[config.mk]
export PLATFORM = sky130hd
export DESIGN_NAME = fifo_ptr_ctrl
export DESIGN_NICKNAME = d
export VERILOG_FILES = /design/src/rtl/fifo_pkg.sv /design/src/rtl/fifo_ptr_cnt.sv /design/src/rtl/fifo_ptr_ctrl.sv
export SDC_FILE = /design/constraint.sdc
export NUM_CORES = 1
export LEC_CHECK = 0
export CAP_MARGIN = 25
export CORE_ASPECT_RATIO = 1.1
export CORE_MARGIN = 2
export CORE_UTILIZATION = 29
export DETAILED_ROUTE_END_ITERATION = 10
export GPL_ROUTABILITY_DRIVEN = 0
export PLACE_DENSITY = 0.62
export SLEW_MARGIN = 30
export SYNTH_ARGS = -nofsm -noshare
export SYNTH_HDL_FRONTEND = slang
export SYNTH_SLANG_ARGS = --single-unit
[constraint.sdc]
create_clock -name clk -period 2.3 [get_ports clk]
set_input_delay 0.23 -clock clk [delete_from_list [all_inputs] [get_ports clk]]
set_output_delay 0.23 -clock clk [all_outputs]
set_load 0.05 [all_outputs]
[src/rtl/fifo_pkg.sv]
// Shared definitions for the FIFO pointer/status controller.
// Holds default geometry and threshold values plus the pointer type.
package fifo_pkg;

   localparam int unsigned FIFO_DEPTH    = 16;
   localparam int unsigned FIFO_PTR_W    = 5;
   localparam int unsigned FIFO_AF_LEVEL = 14;
   localparam int unsigned FIFO_AE_LEVEL = 2;

   // Pointer: low bits address the array, MSB is the lap (wrap) bit.
   typedef logic [FIFO_PTR_W-1:0] ptr_t;

endpackage : fifo_pkg

[src/rtl/fifo_ptr_cnt.sv]
// Wrap-bit pointer register with increment enable.
// Ports:
//   clk   - system clock, rising edge
//   rst_n - asynchronous active-low reset, clears the pointer
//   inc   - advance the pointer by one at the next edge
//   ptr   - registered pointer, rolls over modulo 2**PTR_W
module fifo_ptr_cnt
   import fifo_pkg::*;
#(
   parameter int unsigned PTR_W = FIFO_PTR_W
) (
   input  logic             clk,
   input  logic             rst_n,
   input  logic             inc,
   output logic [PTR_W-1:0] ptr
);

   // Natural binary rollover carries into the wrap bit every lap.
   always_ff @(posedge clk or negedge rst_n) begin
      if (!rst_n) begin
         ptr <= '0;
      end else if (inc) begin
         ptr <= ptr + PTR_W'(1);
      end
   end

endmodule : fifo_ptr_cnt

[src/rtl/fifo_ptr_ctrl.sv]
// Pointer and status controller for a first-word-fall-through FIFO array.
// Ports:
//   clk, rst_n          - clock and asynchronous active-low reset
//   wr_en, rd_en        - producer write / consumer read requests
//   fifo_we             - array write strobe (combinational, accepted write)
//   wptr, rptr          - registered write/read pointers (MSB = wrap bit)
//   fifo_full/empty     - occupancy DEPTH / zero
//   fifo_almost_full    - fill_level >= AF_LEVEL
//   fifo_almost_empty   - fill_level <= AE_LEVEL
//   fill_level          - current occupancy, 0..DEPTH
//   fifo_overflow       - registered pulse, a write was rejected
//   fifo_underflow      - registered pulse, a read was rejected
module fifo_ptr_ctrl
   import fifo_pkg::*;
#(
   parameter int unsigned DEPTH    = FIFO_DEPTH,
   parameter int unsigned PTR_W    = FIFO_PTR_W,
   parameter int unsigned AF_LEVEL = FIFO_AF_LEVEL,
   parameter int unsigned AE_LEVEL = FIFO_AE_LEVEL
) (
   input  logic             clk,
   input  logic             rst_n,
   input  logic             wr_en,
   input  logic             rd_en,
   output logic             fifo_we,
   output logic [PTR_W-1:0] wptr,
   output logic [PTR_W-1:0] rptr,
   output logic             fifo_full,
   output logic             fifo_empty,
   output logic             fifo_almost_full,
   output logic             fifo_almost_empty,
   output logic [PTR_W-1:0] fill_level,
   output logic             fifo_overflow,
   output logic             fifo_underflow
);

   localparam int unsigned ADDR_W = $clog2(DEPTH);

   logic wr_acc;
   logic rd_acc;

   // Acceptance uses registered flags only, so a full FIFO still takes a read
   // and an empty FIFO still takes a write in the same cycle.
   always_comb begin
      wr_acc  = wr_en & ~fifo_full;
      rd_acc  = rd_en & ~fifo_empty;
      fifo_we = wr_acc;
   end

   fifo_ptr_cnt #(.PTR_W(PTR_W)) u_wr_cnt (
      .clk   (clk),
      .rst_n (rst_n),
      .inc   (wr_acc),
      .ptr   (wptr)
   );

   fifo_ptr_cnt #(.PTR_W(PTR_W)) u_rd_cnt (
      .clk   (clk),
      .rst_n (rst_n),
      .inc   (rd_acc),
      .ptr   (rptr)
   );

   // Status decode from the registered pointers; equal addresses are full
   // when the pointers are on different laps, empty when on the same lap.
   always_comb begin
      fifo_empty        = (wptr == rptr);
      fifo_full         = (wptr[PTR_W-1] != rptr[PTR_W-1]) &&
                          (wptr[ADDR_W-1:0] == rptr[ADDR_W-1:0]);
      fill_level        = wptr - rptr;
      fifo_almost_full  = (fill_level >= PTR_W'(AF_LEVEL));
      fifo_almost_empty = (fill_level <= PTR_W'(AE_LEVEL));
   end

   // One pulse per offending request cycle.
   always_ff @(posedge clk or negedge rst_n) begin
      if (!rst_n) begin
         fifo_overflow  <= 1'b0;
         fifo_underflow <= 1'b0;
      end else begin
         fifo_overflow  <= wr_en & fifo_full;
         fifo_underflow <= rd_en & fifo_empty;
      end
   end

endmodule : fifo_ptr_ctrl

# After elaboration in Yosys (flattened, before gate mapping)

Cells that the tools add are included.

Add/subtract/negate cells: 3
Magnitude comparators: 2
Equality and inequality tests: 3
Bitwise logic cells: 6
Reduce and logical (&&, ||, !) cells: 1

Operator list:

| kind                                                | number |
|---|---|
| adder 5 x 1 -> 5 bit, second input constant         | 2 |
| equality test 5 bit                                 | 1 |
| >= comparator 5 x 4 -> 1 bit, second input constant | 1 |
| <= comparator 5 x 2 -> 1 bit, second input constant | 1 |
| subtractor 5 bit                                    | 1 |
| bitwise AND 1 bit                                   | 4 |
| equality test 4 bit                                 | 1 |
| inverter 1 bit                                      | 2 |
| logical AND 1 bit                                   | 1 |
| inequality test 1 bit                               | 1 |

Register bits after elaboration: 12
Bits of input ports: 4
Output and inout port bits: 22
Word-level logic and storage cells: 19

# Depth between registers and ports, before layout

Gate-level depths: netlist (run 1).

Depth in word-level cells: 4
Depth in mapped cells: 7
Depth with buffers taken out: 7

# Hierarchy

Synthesis (run 1) repeated with hierarchy kept, for this count alone.

Cell total of the unflattened synthesis: 64
Area total of the unflattened synthesis: 695.7 um^2

Modules (own cells, without submodules):

| module        | times used | cells each | area each (um^2) | seq. area each (um^2) |
|---|---|---|---|---|
| fifo_ptr_cnt  | 2          | 14         | 200.2            | 125.1 |
| fifo_ptr_ctrl | 1          | 36         | 295.3            | 50.0 |

# Worst setup path before layout (run 1)

Ideal clock, no wire load.

Path kind: register to output
Start: register u_rd_cnt.ptr[0]
End: output port fifo_almost_full
Arrival time: 3.547 ns
Setup slack: -1.477 ns
Cell stages (with the launch flop): 7
Path buffers: 0
Path through: dfrtp_1 > ha_1 > inv_1 > fa_1 > xor2_1 > nand2_1 > o32ai_1

Cells in the longest elaborated chain, start to end: 2

RTL lines:

| what                         | line                | source |
|---|---|---|
| start, declared              | fifo_ptr_cnt.sv:15  | `output logic [PTR_W-1:0] ptr` |
| start signal, assigned       | fifo_ptr_cnt.sv:23  | `ptr <= ptr + PTR_W'(1);` |
| subtractor 5 bit             | fifo_ptr_ctrl.sv:70 | `fill_level = wptr - rptr;` |
| named net fill_level[2]      | fifo_ptr_ctrl.sv:32 | `output logic [PTR_W-1:0] fill_level,` |
| >= comparator 5 x 4 -> 1 bit | fifo_ptr_ctrl.sv:71 | `fifo_almost_full = (fill_level >= PTR_W'(AF_LEVEL));` |
| end, declared                | fifo_ptr_ctrl.sv:30 | `output logic fifo_almost_full,` |

The timed path passes the listed nets, and every way through them passes these cells.

# Worst setup path in the final report (run 1)

Start: register u_wr_cnt.ptr[0]
End: output port fifo_almost_empty

Cells in the longest elaborated chain, start to end: 2

RTL lines:

| what                         | line                | source |
|---|---|---|
| start, declared              | fifo_ptr_cnt.sv:15  |  |
| start signal, assigned       | fifo_ptr_cnt.sv:23  |  |
| subtractor 5 bit             | fifo_ptr_ctrl.sv:70 |  |
| <= comparator 5 x 2 -> 1 bit | fifo_ptr_ctrl.sv:72 | `fifo_almost_empty = (fill_level <= PTR_W'(AE_LEVEL));` |
| end, declared                | fifo_ptr_ctrl.sv:31 | `output logic fifo_almost_empty,` |

No other way between the ends.

==> out/metrics.cfg, run 1 <==
[synthesis]
synth_fp_nets = 81
netlist_area_um2 = 764
synth_top_area_cell = dfrtp_1
ys_warn_count = 0
ys_seq_elements = 12
postSynthCellCount = 70
synth_top_area_share_pct = 39.3
ys_seq_area_share_pct = 39.3
synth.area.top_cells = dfrtp_1, xnor2_1, ha_1, mux2_4, o211ai_1
yosys.cell_types.count = 23
synth_area_per_cell_um2 = 10.9

[sta]
max_slew_margin_pct = 63.5
drv_slew = 0
worstMarginPinSlew_ns = 0.544
fmax_mhz = 442
clock_skew_ns = 0.00146
rsz0062_at_grt = true
finalCritPeriodShare_pct = 98.4
hold_violations = 0
setup_slack_ns = 0.0364
fin_crit_ns = 2.26
setup_viol = 0

[critical_path]
r2r_setup_slack_ns = 0.52
rr_worst_depth = 5
cp-start-kind = register
cpMaxStageDelayCell = dfrtp_2
endpoint = fifo_almost_empty
arrival_ns = 2.03
critPathBufInv = 3
path_class = register to primary output
path_delay_family = adder cells
r2r-end = u_rd_cnt.ptr[1]
crit_path_start = u_wr_cnt.ptr[0]
end_kind = primary output
r2r-start = u_rd_cnt.ptr[3]
worstPathRequired_ns = 2.07
critPathMaxFanout = 3
critPathMaxStageDelay_ns = 0.40
cpMostUsedCell = inv_1
path_depth = 8
worstPathCellList = inv_1, ha_1, inv_1, fa_2, nand3_2, and3_4, o221a_2, buf_12

[run]
maxCapViolCount = 0

[floorplan]
io_pins = 26
fp-row-count = 19
die_w_um = 53.0
dieArea_um2 = 3060
fp.coreArea_um2 = 2500
die_height_um = 57.9
start_util_pct = 30.6

[global_route]
grt_pass1_vias = 659
grt_max_degree = 13
grt_first_pass_wirelength_um = 2930
grt_util_all_layers_pct = 12.8
antenna_found_initial = 0
grt_overflow_total = 0

[routing]
ant_nets = 0
drt_iter0_drc = 5
drc_errors = 0
drt-total-wl_um = 1730
wl_per_cell_um = 12.9
routed_via_density = 4.75
vias = 637
firstDrtPassIters = 2

[clock_network]
clk_path_buf_depth = 2
ctsHoldBuffers = 0
cts_tree = yes
clkTransAtPathRegs_ns = 0.07
clock_latency_ns = 0.27
cts.htree.levels = 1
root_buffer = clkbuf_4
clock_sinks = 12
cts_buffers = 3

[final_layout]
final_cells = 134
nets = 115
area.growth.synth_to_final_pct = 70.4
drive_above_1_share_pct = 39.8
n_antenna_cell = 0

[placed_design]
numPortBuffers = 25
placed_cells = 127
dp_slack_ns = 0.223
dpl.hpwl_um = 1290

[min_path]
hold_class = input port to async pin

[run_status]
status = finished, final reports clean

cells in the mapped netlist (all sizes together):
library cell / n
nand4: 1
nand2: 1
o211ai: 4
a21oi: 4
o2111ai: 2
a21boi: 1
ha: 6
dfrtp: 12
xor2: 2
xnor2: 9
and2: 4
mux2: 2
o21ai: 2
o221a: 1
nand3: 1
and3: 3
o32ai: 1
nor2: 4
inv: 7
and3b: 1
fa: 1
nand3b: 1
through the flow:
stage / hold slack (ns) / setup TNS [ns] / utilization [%] / instance area (µm²)
floorplan: -0.0656 / -0.155 / - / 822
global placement: 0.499 / 0 / 47.9 / 1200
detailed placement: 0.505 / 0 / 47.9 / 1200
CTS: 0.327 / 0 / 50.7 / 1260
global route: 0.334 / -0.160 / 52.2 / 1300
finish: 0.310 / 0 / 52.2 / 1300
timing repair:
item,in CTS,in global routing
setup buffers,3,0
pin swaps,2,1
resized for setup,6,5
setup endpoints to repair,3,3
hold endpoints to repair,0,0
sequential cells by signal, summed over array words and instances, names as in the netlist:
signal          count
fifo_underflow      1
fifo_overflow       1
u_rd_cnt.ptr        5
u_wr_cnt.ptr        5
cell families after synthesis:
| kind of cell | Yosys count | synth area share (%) |
|---|---|---|
| mux | 2 | 3.93 |
| compound gates | 15 | 14.7 |
| buf+inv | 7 | 3.44 |
| xor+xnor | 11 | 13.6 |
| fa+ha+maj | 7 | 12.4 |
| simple gates | 16 | 12.6 |
| flops | 12 | 39.3 |
area by class of cell:
type                            instances  area, µm²
Clock buffer                            4       26.3
Multi-Input combinational cell         51        548
Inverter                                7       26.3
Sequential cell                        12        305
Fill cell                             232       1190
Timing Repair Buffer                   29        358
Tap cell                               31       38.8
layer usage:
layer | track usage, % | routed length [µm] | vias to the layer above
met1 | 16.4 | 763 | 302
met5 | 0 | 0 | -
li1 | - | - | 317
met2 | 20.7 | 892 | 16
met4 | 5.49 | 6 | 0
met3 | 2.84 | 69 | 2
worst min-delay path by stage:
stage | slack, ns | to | start | cells after the start
floorplan | -0.07 | fifo_overflow | rst_n | 0
global placement | 0.50 | u_wr_cnt.ptr[0] | u_wr_cnt.ptr[0] | 1
detailed placement | 0.50 | u_wr_cnt.ptr[0] | u_wr_cnt.ptr[0] | 1
CTS | 0.33 | u_rd_cnt.ptr[4] | rst_n | 1
global route | 0.33 | u_rd_cnt.ptr[4] | rst_n | 1
finish | 0.31 | u_rd_cnt.ptr[4] | rst_n | 1
placed cells by master (no fill, tap or decap), types with 4 or more instances in the layout:
cell / instances
ha_1: 5
buf_12: 8
dfrtp_2: 4
buf_4: 5
xnor2_1: 9
nor2_2: 4
inv_1: 7
dfrtp_1: 8
o211ai_1: 4
and2_1: 4
clkdlybuf4s50_1: 16
worst register-to-register path, delay by kind of cell (launching register included):
kind / cells / cell delay, ns
buffers and inverters: 1 / 0.06
AO/OA/AOI/OAI: 1 / 0.24
AND/OR/NAND/NOR: 1 / 0.23
flip-flops: 1 / 0.41
multiplexers: 1 / 0.31
adder cells (fa/ha/maj): 1 / 0.42
Power of run 1 is left out: the tool's default activity adds up to more than one toggle a clock period on the data nets, which glitch-free logic cannot reach.
==> inputs of run 2 (changes only) <==
--- a/config.mk
+++ b/config.mk
@@ -11,7 +11,9 @@
 export CORE_UTILIZATION = 29
 export DETAILED_ROUTE_END_ITERATION = 10
 export GPL_ROUTABILITY_DRIVEN = 0
+export MAX_ROUTING_LAYER = met4
 export PLACE_DENSITY = 0.62
+export SETUP_SLACK_MARGIN = 0.05
 export SLEW_MARGIN = 30
 export SYNTH_ARGS = -nofsm -noshare
 export SYNTH_HDL_FRONTEND = slang
==> run 2 against run 1 <==
Compared with the run above: critical path depth did not move; sequential cell count did not move; utilization rose by 2.7 points; register-to-register slack barely moved; critical path type unchanged; highest routed layer unchanged.
==> out/metrics.cfg, run 2 (synthesis gave the netlist of run 1 again) <==
[run_status]
status = finished, final reports clean

[critical_path]
critPathMaxStageDelay_ns = 0.41  ; about the same
arrival_ns = 2.01  ; -0.02 ns
worstPathRequired_ns = 2.07  ; about the same
cpMostUsedCell = inv_2
path_class = register to primary output
cpMaxStageDelayCell = dfrtp_2
rr_worst_depth = 5  ; unchanged
cp-start-kind = register
r2r-start = u_rd_cnt.ptr[3]
worstPathCellList = inv_2, ha_4, inv_2, fa_2, xor2_4, nand2_2, o32ai_4, buf_12
r2r_setup_slack_ns = 0.53  ; about the same
r2r-end = u_rd_cnt.ptr[1]
critPathMaxFanout = 3  ; unchanged
end_kind = primary output

[routing]
ant_nets = 0  ; unchanged
drt_iter0_drc = 6  ; +1
wl_per_cell_um = 13.3  ; +2.8%
routed_via_density = 4.81  ; +1.2%
drt-total-wl_um = 1830  ; +5.9%
firstDrtPassIters = 2  ; unchanged
vias = 664  ; +4.2%
drc_errors = 0  ; unchanged

[sta]
max_slew_margin_pct = 63.3  ; -0.15 points
hold_violations = 0  ; unchanged
clock_skew_ns = 0.00257  ; +0.00111 ns
rsz0062_at_grt = true
fmax_mhz = 446  ; +0.88%
worstMarginPinSlew_ns = 0.549  ; +0.00449 ns
fin_crit_ns = 2.24  ; -0.0198 ns
setup_viol = 0  ; unchanged
holdWs_ns = 0.310  ; -0.000694 ns
finalCritPeriodShare_pct = 97.6  ; -0.86 points
drv_slew = 0  ; unchanged

[clock_network]
clock_latency_ns = 0.27  ; about the same
clkTransAtPathRegs_ns = 0.08  ; about the same
clk_path_buf_depth = 2  ; unchanged
root_buffer = clkbuf_4
clock_sinks = 12  ; unchanged
cts_tree = yes
cts_buffers = 3  ; unchanged
cts.htree.levels = 1  ; unchanged

[final_layout]
layout_common_cells = clkdlybuf4s50_1, xnor2_1, buf_4, dfrtp_1, buf_12
n_antenna_cell = 0  ; unchanged
drive_above_1_share_pct = 47.7  ; +7.9 points
layout_commonest_cell = clkdlybuf4s50_1
area.growth.synth_to_final_pct = 79.1
top_regs = u_rd_cnt.ptr x5, u_wr_cnt.ptr x5
nets = 119  ; +3.5%

[placed_design]
numPortBuffers = 25  ; unchanged
dpl.hpwl_um = 1290  ; unchanged

[global_route]
grt_first_pass_wirelength_um = 3060  ; +4.2%
grt_util_met2_pct = 22.3  ; +1.6 points
grt_overflow_total = 0  ; unchanged
gr-usage-met3_pct = 2.32  ; -0.52 points
grt_util_all_layers_pct = 13.8  ; +0.93 points
grt_use_met1_pct = 16.9  ; +0.52 points
grt_pass1_vias = 689  ; +4.6%
busiest_layer = met2
antenna_found_initial = 0  ; unchanged
grt_max_degree = 13  ; unchanged

[floorplan]
die_w_um = 53.0  ; unchanged
die_height_um = 57.9  ; unchanged
fp-row-count = 19  ; unchanged
start_util_pct = 30.6  ; unchanged
io_pins = 26  ; unchanged
fp.coreArea_um2 = 2500  ; unchanged
dieArea_um2 = 3060  ; unchanged

[min_path]
hold_class = input port to async pin

[run]
maxCapViolCount = 0  ; unchanged

[run 2: cell count changes in the layout (fill, tap and decap cells not counted), sizes merged]
cell,previous run,this run
buf,13,17
[run 2: layer usage]
layer,wire [µm],part of all wire (%)
met5,0,0
met4,6,0.33
met3,61,3.3
met2,970,53
met1,795,43
[run 2: layout make-up]
class                      count  area [µm²]
tap                           31        38.8
fill                         228        1130
sequential                    12         305
timing repair buffer          33         388
inverter                       7        26.3
clock buffer                   4        26.3
multi-input combinational     51         584
[run 2: critical path: cells and delay by family, from the launching register on]
kind	cells	cell delay, ns
buffers and inverters	3	0.27
xor gates and xnor gates	1	0.17
AOI/OAI and AO/OA	1	0.29
adders and majority gates	2	0.50
DFF	1	0.41
and+or+nand+nor	1	0.08
[run 2: worst max path at each step]
stage,start,endpoint,slack (ns),cells after the start
floorplan,u_wr_cnt.ptr[0],fifo_almost_full,-0.16,7
global placement,u_rd_cnt.ptr[2],fifo_almost_empty,0.25,6
detailed placement,u_wr_cnt.ptr[0],fifo_almost_full,0.22,8
CTS,u_wr_cnt.ptr[0],fifo_almost_full,0.03,8
global route,u_wr_cnt.ptr[0],fifo_almost_full,-0.02,8
finish,u_wr_cnt.ptr[0],fifo_almost_full,0.06,8
[run 2: timing repair]
action / in CTS / in global routing
setup buffers: 4 / 3
cloned: 0 / 0
endpoints found under the setup margin: 3 / 4
resized for setup: 11 / 8
pin swaps: 5 / 4
hold buffers: 0 / 0
[run 2: metrics by stage]
step           cells  worst slack, ns  setup TNS, ns  area, µm²  util (%)
6_report         138           0.0562              0       1370      54.8
4_1_cts          135           0.0329              0       1290      51.9
2_1_floorplan     70           -0.155         -0.155        822         -
5_1_grt          138          -0.0246        -0.0246       1370      54.8
3_3_place_gp     127            0.250              0       1200      47.9
3_5_place_dp     127            0.223              0       1200      47.9
Power of run 2 is left out for the same reason.
